**src/rtl/serial_sub_ctrl.sv**
```systemverilog
// Bit-serial subtraction sequencer. It drives one shared subtract bit-cell LSB first over WIDTH clocks.
// Optional feature: define SERIAL_SUB_FLAGS_EN to add a registered 'zero' result flag.
module serial_sub_ctrl #(
  parameter int WIDTH = 8
) (
  input  logic             clk,
  input  logic             rst_n,
  input  logic             start,
  input  logic [WIDTH-1:0] a,
  input  logic [WIDTH-1:0] b,
  output logic             busy,
  output logic             done,
  output logic [WIDTH-1:0] diff,
`ifdef SERIAL_SUB_FLAGS_EN
  output logic             zero,
`endif
  output logic             borrow_out
);

  localparam int CW = (WIDTH > 1) ? $clog2(WIDTH) : 1;
  localparam logic [CW-1:0] LastBit = CW'(WIDTH - 1);

  typedef enum logic [1:0] {IDLE, RUN, DONE} state_e;

  state_e           state_q;
  logic [WIDTH-1:0] a_q;
  logic [WIDTH-1:0] b_q;
  logic [WIDTH-1:0] work_q;
  logic [WIDTH-1:0] diff_q;
  logic [CW-1:0]    cnt_q;
  logic             borrow_q;
  logic             borrow_out_q;
  logic             busy_q;
  logic             done_q;
`ifdef SERIAL_SUB_FLAGS_EN
  logic             zero_q;
`endif

  logic             bit_a;
  logic             bit_b;
  logic             diff_bit;
  logic             borrow_d;
  logic [WIDTH-1:0] work_d;

  // The single subtract cell; each new result bit enters the working register from the MSB side.
  always_comb begin
    bit_a    = a_q[0];
    bit_b    = b_q[0];
    diff_bit = bit_a ^ bit_b ^ borrow_q;
    borrow_d = (~bit_a & bit_b) | (~(bit_a ^ bit_b) & borrow_q);
    work_d   = (work_q >> 1) | (WIDTH'(diff_bit) << (WIDTH - 1));
  end

  always_ff @(posedge clk or negedge rst_n) begin
    if (!rst_n) begin
      state_q      <= IDLE;
      a_q          <= '0;
      b_q          <= '0;
      work_q       <= '0;
      diff_q       <= '0;
      cnt_q        <= '0;
      borrow_q     <= 1'b0;
      borrow_out_q <= 1'b0;
      busy_q       <= 1'b0;
      done_q       <= 1'b0;
`ifdef SERIAL_SUB_FLAGS_EN
      zero_q       <= 1'b0;
`endif
    end else begin
      done_q <= 1'b0;
      case (state_q)
        IDLE: begin
          if (start) begin
            a_q      <= a;
            b_q      <= b;
            work_q   <= '0;
            borrow_q <= 1'b0;
            cnt_q    <= '0;
            busy_q   <= 1'b1;
            state_q  <= RUN;
          end
        end
        RUN: begin
          a_q      <= a_q >> 1;
          b_q      <= b_q >> 1;
          work_q   <= work_d;
          borrow_q <= borrow_d;
          cnt_q    <= cnt_q + CW'(1);
          // Results are published only on the last bit, so diff holds steady through a whole run.
          if (cnt_q == LastBit) begin
            diff_q       <= work_d;
            borrow_out_q <= borrow_d;
`ifdef SERIAL_SUB_FLAGS_EN
            zero_q       <= (work_d == '0);
`endif
            busy_q       <= 1'b0;
            done_q       <= 1'b1;
            state_q      <= DONE;
          end
        end
        DONE: begin
          state_q <= IDLE;
        end
        default: begin
          state_q <= IDLE;
        end
      endcase
    end
  end

  assign busy       = busy_q;
  assign done       = done_q;
  assign diff       = diff_q;
  assign borrow_out = borrow_out_q;
`ifdef SERIAL_SUB_FLAGS_EN
  assign zero       = zero_q;
`endif

endmodule

```
**config.mk**
```make
export PLATFORM = sky130hd
export DESIGN_NAME = serial_sub_ctrl
export DESIGN_NICKNAME = d
export VERILOG_FILES = /design/src/rtl/serial_sub_ctrl.sv
export SDC_FILE = /design/constraint.sdc
export NUM_CORES = 1
export LEC_CHECK = 0
export CAP_MARGIN = 20
export CORE_MARGIN = 2
export CORE_UTILIZATION = 25
export CTS_BUF_LIST = sky130_fd_sc_hd__clkbuf_4
export DETAILED_ROUTE_END_ITERATION = 16
export SLEW_MARGIN = 20
export SYNTH_ARGS = -nofsm -noshare
export SYNTH_HDL_FRONTEND = slang
export SYNTH_SLANG_ARGS = --single-unit
```
**constraint.sdc**
```tcl
create_clock -name clk -period 1.6 [get_ports clk]
set_input_delay 0.48 -clock clk [delete_from_list [all_inputs] [get_ports clk]]
set_output_delay 0.48 -clock clk [all_outputs]
set_load 0.1 [all_outputs]
```
==> results of run 1 <==
==> cell families (layout without fill, tap and decap cells) <==
group / count (synthesis) / count (layout) / synth area share
compound gates: 49 / 49 / 0.190
buf+inv: 15 / 51 / 0.0513
simple gates: 22 / 22 / 0.0699
fa+ha+maj: 3 / 3 / 0.0268
mux: 8 / 8 / 0.0669
flops: 40 / 40 / 0.595
==> flip-flops by register name, indices dropped and copies added, names as in the netlist <==
| signal | count |
|---|---|
| borrow_out | 1 |
| work_q | 7 |
| cnt_q | 3 |
| diff | 8 |
| busy | 1 |
| a_q | 8 |
| done | 1 |
| borrow_q | 1 |
| state_q | 2 |
| b_q | 8 |
==> power breakdown <==
| group | internal (mW) | switching, mW |
|---|---|---|
| logic | 1.13 | 1.43 |
| clock network | 0.162 | 0.329 |
| registers | 1.45 | 0.360 |
| total | 2.74 | 2.12 |
==> final timing paths <==
| path | slack, ns | from | to | depth (start not counted) |
|---|---|---|---|---|
| worst max-delay path | 0.06 | cnt_q[0] | diff[1] | 4 |
| worst min-delay path | 0.09 | rst_n | done | 2 |
| worst max register to register | 0.06 | cnt_q[0] | diff[1] | 4 |
| worst min register to register | 0.51 | work_q[1] | work_q[1] | 1 |
| max in group asynchronous | 1.32 | rst_n | a_q[6] | 2 |
| min in group clk | 0.51 | work_q[1] | work_q[1] | 1 |
==> area by class of cell <==
| type | count | area [um2] |
|---|---|---|
| clock buffers | 5 | 37.5 |
| fillers | 640 | 4180 |
| multi-input cells | 82 | 596 |
| inverters | 7 | 26.3 |
| repair buffers | 36 | 473 |
| well taps | 77 | 96.3 |
| flip-flops and latches | 40 | 1000 |
| clock inverters | 3 | 13.8 |
==> per-stage QoR <==
stage / area (um2) / power [mW]
3_3_place_gp: 2190 / 4.36
4_1_cts: 2240 / 4.91
5_1_grt: 2240 / 5.16
6_report: 2240 / 4.86
3_5_place_dp: 2190 / 4.42
2_1_floorplan: 1680 / 3.53
==> placed cells by master, fill, tap and decap left out, types with 5 or more instances in the layout <==
master           Yosys  final
clkdlybuf4s50_1      0     17
buf_12               0     13
dfrtp_1             40     40
clkbuf_4             0      5
nor2_1              12     12
a21oi_1             16     16
inv_1                6      6
mux2_4               6      6
o22ai_1             18     18
buf_4                3      5
a22o_1              11     11
==> metal layers <==
metal | GRT usage | vias up | routed length, um
met5 | 0 | - | 0
met4 | 0.0303 | 0 | 40
met3 | 0.0289 | 4 | 133
met2 | 0.142 | 29 | 1430
met1 | 0.142 | 568 | 1740
li1 | - | 566 | -
==> results.md, run 1 <==
* Final Net Count at 194
* First-pass GRT wire length at 5710 um
* Slowest stage delay, CP at 0.41 ns
* Synth Cell Area at 0.00168 mm2
* Largest net degree at the start of global routing at 41
* Most frequent CP cell: ha_1
* Initial detailed-routing violation count at 55
* Worst Path Required at 1.84 ns
* Count leader, synth: dfrtp_1
* Clock tree buffer depth at 2
* Setup crit end kind: register
* RSZ-0062 raised after global routing: no
* Pwr/cell area at 2170 mW/mm2
* GP Congestion at 0.784
* Post-synth top area cell: dfrtp_1
* Total CTS buffers at 5
* # clock sinks at 40
* Synthesis-stage register bit count at 40
* Placed insts at 242
* Ant. Diodes at 0
* Period utilization at 0.965
* Worst Hold Class: primary input to async pin
* Worst-path clk slew at 0.12 ns
* Final slew viol count at 0
* Hold Fails Final Rpt at 0
* Largest delay contributor family on the critical path: adder cells
* Yosys warnings at 0
* Ports at 30
* Drt total wl at 3340 um
* Initial Utilization at 0.262
* Initial antenna violation count at 0
* PostCTS Resize Cnt at 0
* Die ar. at 0.00740 mm2
* Outcome: finished clean
* Sequential share of the synthesized area at 0.595
* Worst Tran Pin Value at 0.414 ns
* FP Rows at 29
* Mean area per synthesized cell at 12.3 um2
* Critical path class: register to register
* Max Cap Violations at 0
* DRT antenna net count at 0
* Cells after Synth at 137
* CP max-delay cell: dfrtp_1
* Vias in the first global route at 1194
* Synth unique cells at 24
* CTS root buf: clkbuf_4
* Top cell type's share of synthesized area at 0.595
* Drc violations at 0
* Final Util at 0.349
* I/O Buffers at 29
* Slew HR at 0.724
* Vias per cell at 4.67
* TritonCTS clock tree: done
* CTS Hold Buffers Added at 0
* Pre-CTS setup slack at -0.223 ns
* Die Wd at 86.0 um
* Highest Clock Rate at 647 MHz
* Top post-synthesis cells by count: dfrtp_1 (40), o22ai_1 (18), a21oi_1 (16), nor2_1 (12), a22o_1 (11)
* Aggregate global-route resource usage at 0.0986
* Vias at 1167
* CP max FO at 12
* Post-Layout Cell Count at 250
* Area growth, synth to finish at 33.3%
* Layout cell share with drive strength beyond 1 at 0.225
* DP HPWL at 2310 um
* Worst-skew pair later-pin latency at 0.34 ns
* Wire per inst at 13.4 um
* Post-route setup slack at 0.0556 ns
* CP Launch Type: register
* WP buf/inv at 0
* Period minus WS final at 1.54 ns
* Post-CTS setup buffer count at 0
* Hold Slack at 0.0938 ns
* DRT Pass-1 Iters at 4
* Final setup fails at 0
* CORE AREA at 0.00642 mm2
* Congestion Overflow GR at 0
* Fin Clk Skew at 0.00246 ns
* Mapped Nets at 159
* Predominant post-synthesis flop cell: dfrtp_1
* Leakage power at 1.03 nW
* Cells taking the most area after synthesis: dfrtp_1 (59%), o22ai_1 (6.7%), a22o_1 (5.7%)
* Peak VDD IR at 0.000631 V
* Number of synthesized flops with an enable pin at 0
* Critical path cell sequence: ha_1, ha_1, nand3b_4, mux2_2
* Crit path DAT at 1.78 ns
* Die H at 86.0 um
* H-tree depth at 2
* Setup tns final at 0 ns
* Async S/R FF share, synth at 1.00
Power figures use the tool's default switching activity.
==> run 2, diff against run 1 <==
- CORE_UTILIZATION: 25 -> 43
- GPL_ROUTABILITY_DRIVEN: default -> 0
- PLACE_DENSITY: default -> 0.67
==> run 2 against run 1 <==
  * Sequential share of layout area increased by 0.20 points
  * Cell area decreased by 0.45%
  * First-iteration DRC count grew 47%
  * Clock skew increased by 0.0043 ns
  * Die area down 40%
  * Register-to-register slack improved by 0.02 ns
  * Combinational power hardly changed
  * Total power up 2.5%
  * Critical path depth is the same
  * Utilization increased by 25 points
  * Routed wire length decreased by 4.3%
  * Critical endpoint is now diff[0]
  * Highest routed layer is now met3
==> results.md, run 2 (synthesis results as in run 1) <==
* Drc violations at 0 (unchanged)
* Post-route setup slack at 0.0763 ns (+0.0207 ns)
* R2r endpoint: diff[0]
* Worst-path clk slew at 0.12 ns (about the same)
* # clock sinks at 40 (unchanged)
* Worst Tran Pin Value at 0.403 ns (-0.0111 ns)
* Outcome: finished clean
* Vias per cell at 5.32 (+14%)
* Clock Power Share at 0.128 (+0.027)
* Crit path DAT at 1.77 ns (about the same)
* DRT antenna net count at 0 (unchanged)
* Hold Fails Final Rpt at 0 (unchanged)
* Period minus WS final at 1.52 ns (-0.0207 ns)
* Max Cap Violations at 0 (unchanged)
* Layout cell share with drive strength beyond 1 at 0.229 (+0.00314)
* Final slew viol count at 0 (unchanged)
* Pwr/cell area at 2230 mW/mm2 (+3.0%)
* Congestion Overflow GR at 0 (unchanged)
* Logic pwr share at 0.508 (-0.018)
* Die H at 66.6 um (-23%)
* DRT Pass-1 Iters at 4 (unchanged)
* Ant. Diodes at 0 (unchanged)
* Area growth, synth to finish at 32.7%
* CTS root buf: clkbuf_4
* Worst-skew pair later-pin latency at 0.34 ns (about the same)
* Register share of total power at 0.364 (-0.009)
* Ports at 30 (unchanged)
* FP Rows at 22 (-24%)
* Post-Layout Cell Count at 223 (-11%)
* Final Util at 0.601 (+0.252)
* Fin Clk Skew at 0.00675 ns (+0.00429 ns)
* CORE AREA at 0.00372 mm2 (-42%)
* Final Net Count at 196 (+1.0%)
* CP max FO at 11 (-1)
* Sw Share at 0.423 (-0.0137)
* Die ar. at 0.00443 mm2 (-40%)
* Vias in the first global route at 1218 (+2.0%)
* Worst reg2reg startpoint: cnt_q[0]
* RSZ-0062 raised after global routing: no
* Critical path class: register to register
* Vias at 1187 (+1.7%)
* Slew HR at 0.731 (+0.00743)
* Most common cell after layout, fill and taps aside: dfrtp_1
* I/O Buffers at 29 (unchanged)
* Placed insts at 213 (-12%)
* Net Sw Power at 2.11 mW (-0.72%)
* R2R depth at 4 (unchanged)
* DP HPWL at 2260 um (-2.0%)
* Setup crit end kind: register
* Die Wd at 66.6 um (-23%)
* CP Launch Type: register
* Clock tree buffer depth at 2 (unchanged)
* Leakage power at 1.04 nW (+1.0%)
* Pre-CTS setup slack at -0.121 ns (+0.102 ns)
* Drt total wl at 3200 um (-4.3%)
* Worst Path Required at 1.84 ns (about the same)
* Period utilization at 0.952 (-0.0130)
* Worst Hold Class: primary input to async pin
* Peak VDD IR at 0.000863 V (+37%)
* Reg2Reg Setup Slack at 0.08 ns (+0.02 ns)
* Initial Utilization at 0.453 (+0.191)
* Highest Clock Rate at 656 MHz (+1.4%)
* First-pass GRT wire length at 5590 um (-2.1%)
* Initial antenna violation count at 0 (unchanged)
* TritonCTS clock tree: done
* Cell Int Power at 2.88 mW (+5.0%)
* Aggregate global-route resource usage at 0.170 (+0.0712)
* Commonest non-fill, non-tap cells in the layout: dfrtp_1 (40), o22ai_1 (18), clkdlybuf4s50_1 (17)
* CTS Hold Buffers Added at 0 (unchanged)
* Wire per inst at 14.4 um (+7.3%)
* H-tree depth at 2 (unchanged)
* Initial detailed-routing violation count at 81 (+47%)
* Final setup fails at 0 (unchanged)
* Largest net degree at the start of global routing at 41 (unchanged)
* Total CTS buffers at 5 (unchanged)
## run 2: critical path, stage by stage (launching register included)
cell and delay, ns:
dfrtp_1 0.41, ha_1 0.20, ha_1 0.24, nand3b_4 0.21
mux2_2 0.36
## run 2: routing by layer
metal | GRT usage | wire length (um)
met2 | 0.296 | 1610
met4 | 0.0306 | 0
met5 | 0 | 0
met1 | 0.202 | 1390
met3 | 0.0625 | 198
## run 2: cell type report
type,count,area (um2)
repair buffers,38,475
clock buffers,5,37.5
well taps,48,60.1
multi-input cells,82,596
fillers,316,1480
flip-flops and latches,40,1000
clock inverters,3,37.5
inverters,7,26.3
## run 2: what timing repair did
item | in CTS | in global routing
setup endpoints to repair | 0 | 2
resized for setup | 0 | 0
buffers inserted | 0 | 2
## run 2: stage by stage
stage	power (mW)	area, um2	setup TNS [ns]	hold slack, ns
floorplan	3.53	1680	0	0.184
global placement	4.30	2140	-1.28	0.463
detailed placement	4.37	2140	-1.71	0.464
CTS	5.01	2220	0	0.0787
global route	5.29	2230	0	0.0686
finish	4.98	2230	0	0.0843
## run 2: worst max-delay path by stage
stage	endpoint	from
after floorplan	diff[2]	cnt_q[0]
after global placement	a_q[6]	start
after detailed placement	a_q[6]	start
after CTS	diff[1]	cnt_q[0]
after global routing	diff[0]	cnt_q[0]
final	diff[0]	cnt_q[0]
## run 2: power groups by stage
stage | Combinational [mW] | Sequential [mW] | Clock [mW]
6_report | 2.53 | 1.81 | 0.638
5_1_grt | 2.71 | 1.88 | 0.699
4_1_cts | 2.54 | 1.82 | 0.654
3_5_place_dp | 2.53 | 1.84 | 0
3_3_place_gp | 2.48 | 1.82 | 0
2_1_floorplan | 1.05 | 2.48 | 0
==> run 3, diff against run 2 <==
--- a/config.mk
+++ b/config.mk
@@ -12,3 +12,2 @@
 export DETAILED_ROUTE_END_ITERATION = 16
-export GPL_ROUTABILITY_DRIVEN = 0
 export PLACE_DENSITY = 0.67
--- a/constraint.sdc
+++ b/constraint.sdc
@@ -3,2 +3,2 @@
 set_output_delay 0.48 -clock clk [all_outputs]
-set_load 0.1 [all_outputs]
+set_load 0.005 [all_outputs]
==> run 3 against run 2 <==
  * Critical path depth down 3
  * Register-to-register slack improved by 0.06 ns
  * Clock skew is 0.0071 ns higher
  * Count of clock-buffer cells in the layout did not move
  * Utilization shrank 2.5 points
  * Maximum frequency rose by 1.6%
  * Combinational power down 41%
  * First-iteration DRC count rose by 11%
  * Routed wire length grew 1.8%
  * Setup slack gained 0.024 ns
  * Die area is the same
==> results.md, run 3 (synthesis results as in run 1) <==
* Hold Fails Final Rpt at 0 (unchanged)
* Ports at 30 (unchanged)
* Initial antenna violation count at 0 (unchanged)
* Drc violations at 0 (unchanged)
* Highest Clock Rate at 667 MHz (+1.6%)
* Pre-CTS setup slack at -0.128 ns (-0.00631 ns)
* Worst Hold Class: primary input to async pin
* Final setup fails at 0 (unchanged)
* DRT antenna net count at 0 (unchanged)
* Peak VDD IR at 0.000806 V (-6.6%)
* Vias per cell at 5.40 (+1.4%)
* Die ar. at 0.00443 mm2 (unchanged)
* Setup tns final at 0 ns (unchanged)
* Setup crit end kind: output port
* Most common cell after layout, fill and taps aside: dfrtp_1
* Congestion Overflow GR at 0 (unchanged)
* TritonCTS clock tree: done
* Final Net Count at 202 (+3.1%)
* Slew HR at 0.660 (-0.0713)
* Largest delay contributor family on the critical path: flip-flops
* Outcome: finished clean
* DP HPWL at 2240 um (-1.0%)
* Crit path DAT at 1.02 ns (-0.75 ns)
* Final slew viol count at 0 (unchanged)
* DRT Pass-1 Iters at 4 (unchanged)
* Worst-path clk slew at 0.13 ns (about the same)
* Aggregate global-route resource usage at 0.165 (-0.00446)
* Initial Utilization at 0.453 (unchanged)
* GR Util met2 at 0.288 (-0.00875)
* Met3 Use GR at 0.0405 (-0.0220)
* CP Launch Type: register
* Largest net degree at the start of global routing at 24 (-41%)
* Hold Slack at 0.0477 ns (-0.0366 ns)
* CP max FO at 2 (-9)
* Critical path cell sequence: dlygate4sd2_1
* Commonest non-fill, non-tap cells in the layout: dfrtp_1 (40), o22ai_1 (18), clkdlybuf4s50_1 (17)
* RSZ-0062 raised after global routing: no
* Worst Path Required at 1.12 ns (-0.72 ns)
* Die H at 66.6 um (unchanged)
* Leakage power at 1.02 nW (-1.5%)
* CORE AREA at 0.00372 mm2 (unchanged)
* Wire per inst at 14.2 um (-0.89%)
* GR peak layer: met2
* Critical path class: register to output port
* Area growth, synth to finish at 27.3%
* CP startpoint: diff[6]
* Storage cell area at 0.00100 mm2 (unchanged)
* CTS Hold Buffers Added at 0 (unchanged)
* First-pass GRT wire length at 5400 um (-3.5%)
* I/O Buffers at 29 (unchanged)
* Worst Tran Pin Value at 0.510 ns (+0.107 ns)
* Ant. Diodes at 0 (unchanged)
* Max Cap Violations at 0 (unchanged)
* Fin Clk Skew at 0.0138 ns (+0.00710 ns)
* Met1 capacity usage during global routing at 0.194 (-0.00815)
* Clock tree buffer depth at 2 (unchanged)
* H-tree depth at 2 (unchanged)
* # clock sinks at 40 (unchanged)
* Worst reg2reg startpoint: cnt_q[0]
* Pwr/cell area at 1750 mW/mm2 (-22%)
* Fill cells at 348 (+10%)
* Period minus WS final at 1.50 ns (-0.0244 ns)
* Total CTS buffers at 5 (unchanged)
* CTS root buf: clkbuf_4
* Layout cell share with drive strength beyond 1 at 0.204 (-0.0242)
* Slowest stage delay, CP at 0.40 ns (about the same)
* Die Wd at 66.6 um (unchanged)
* Worst-skew pair later-pin latency at 0.35 ns (about the same)
* FP Rows at 22 (unchanged)
* WP buf/inv at 1 (+1)
* GP Congestion at 0.848
* Vias at 1236 (+4.1%)
* Post-route setup slack at 0.101 ns (+0.0244 ns)
* Drt total wl at 3260 um (+1.8%)
* CP max-delay cell: dfrtp_1
* Initial detailed-routing violation count at 90 (+11%)
* Period utilization at 0.937 (-0.0153)
* Multi-input gate area at 609 um2 (+2.3%)
* Vias in the first global route at 1194 (-2.0%)
==> run 3: final timing paths <==
kind	endpoint	slack [ns]	depth (start not counted)
setup / recovery	diff[6]	0.10	1
hold / removal	done	0.05	1
setup reg to reg	diff[1]	0.14	4
hold reg to reg	borrow_out	0.49	2
max in group asynchronous	cnt_q[1]	1.07	2
min in group clk	borrow_out	0.49	2
==> run 3: repair_timing <==
action / in CTS / in global routing
setup endpoints to repair: 11 / 2
gates cloned: 0 / 1
gates resized for setup: 11 / 1
buffers inserted: 5 / 2
==> run 3: layout make-up <==
class / count / area share
inverter: 7 / 0.0123
sequential: 40 / 0.467
timing repair buffer: 43 / 0.182
multi-input combinational: 83 / 0.284
tap: 48 / 0.0280
clock buffer: 5 / 0.0175
clock inverter: 3 / 0.00876
==> run 3: power breakdown <==
group          leakage (nW)  switching (mW)  internal, mW
clock network        0.0249           0.331         0.166
registers             0.493           0.306          1.45
logic                 0.506           0.631         0.859
==> run 3: stage by stage <==
stage,utilization,instances,area (um2),power (mW)
finish,0.576,229,2140,3.74
global route,0.576,229,2140,4.05
CTS,0.569,226,2110,3.73
detailed placement,0.547,213,2030,3.25
global placement,0.547,213,2030,3.18
floorplan,-,137,1680,2.73
==> run 3: routing by layer <==
metal	vias up	routed length, um
met5	-	0
met4	0	25
met3	4	178
met2	35	1630
met1	617	1420
li1	580	-
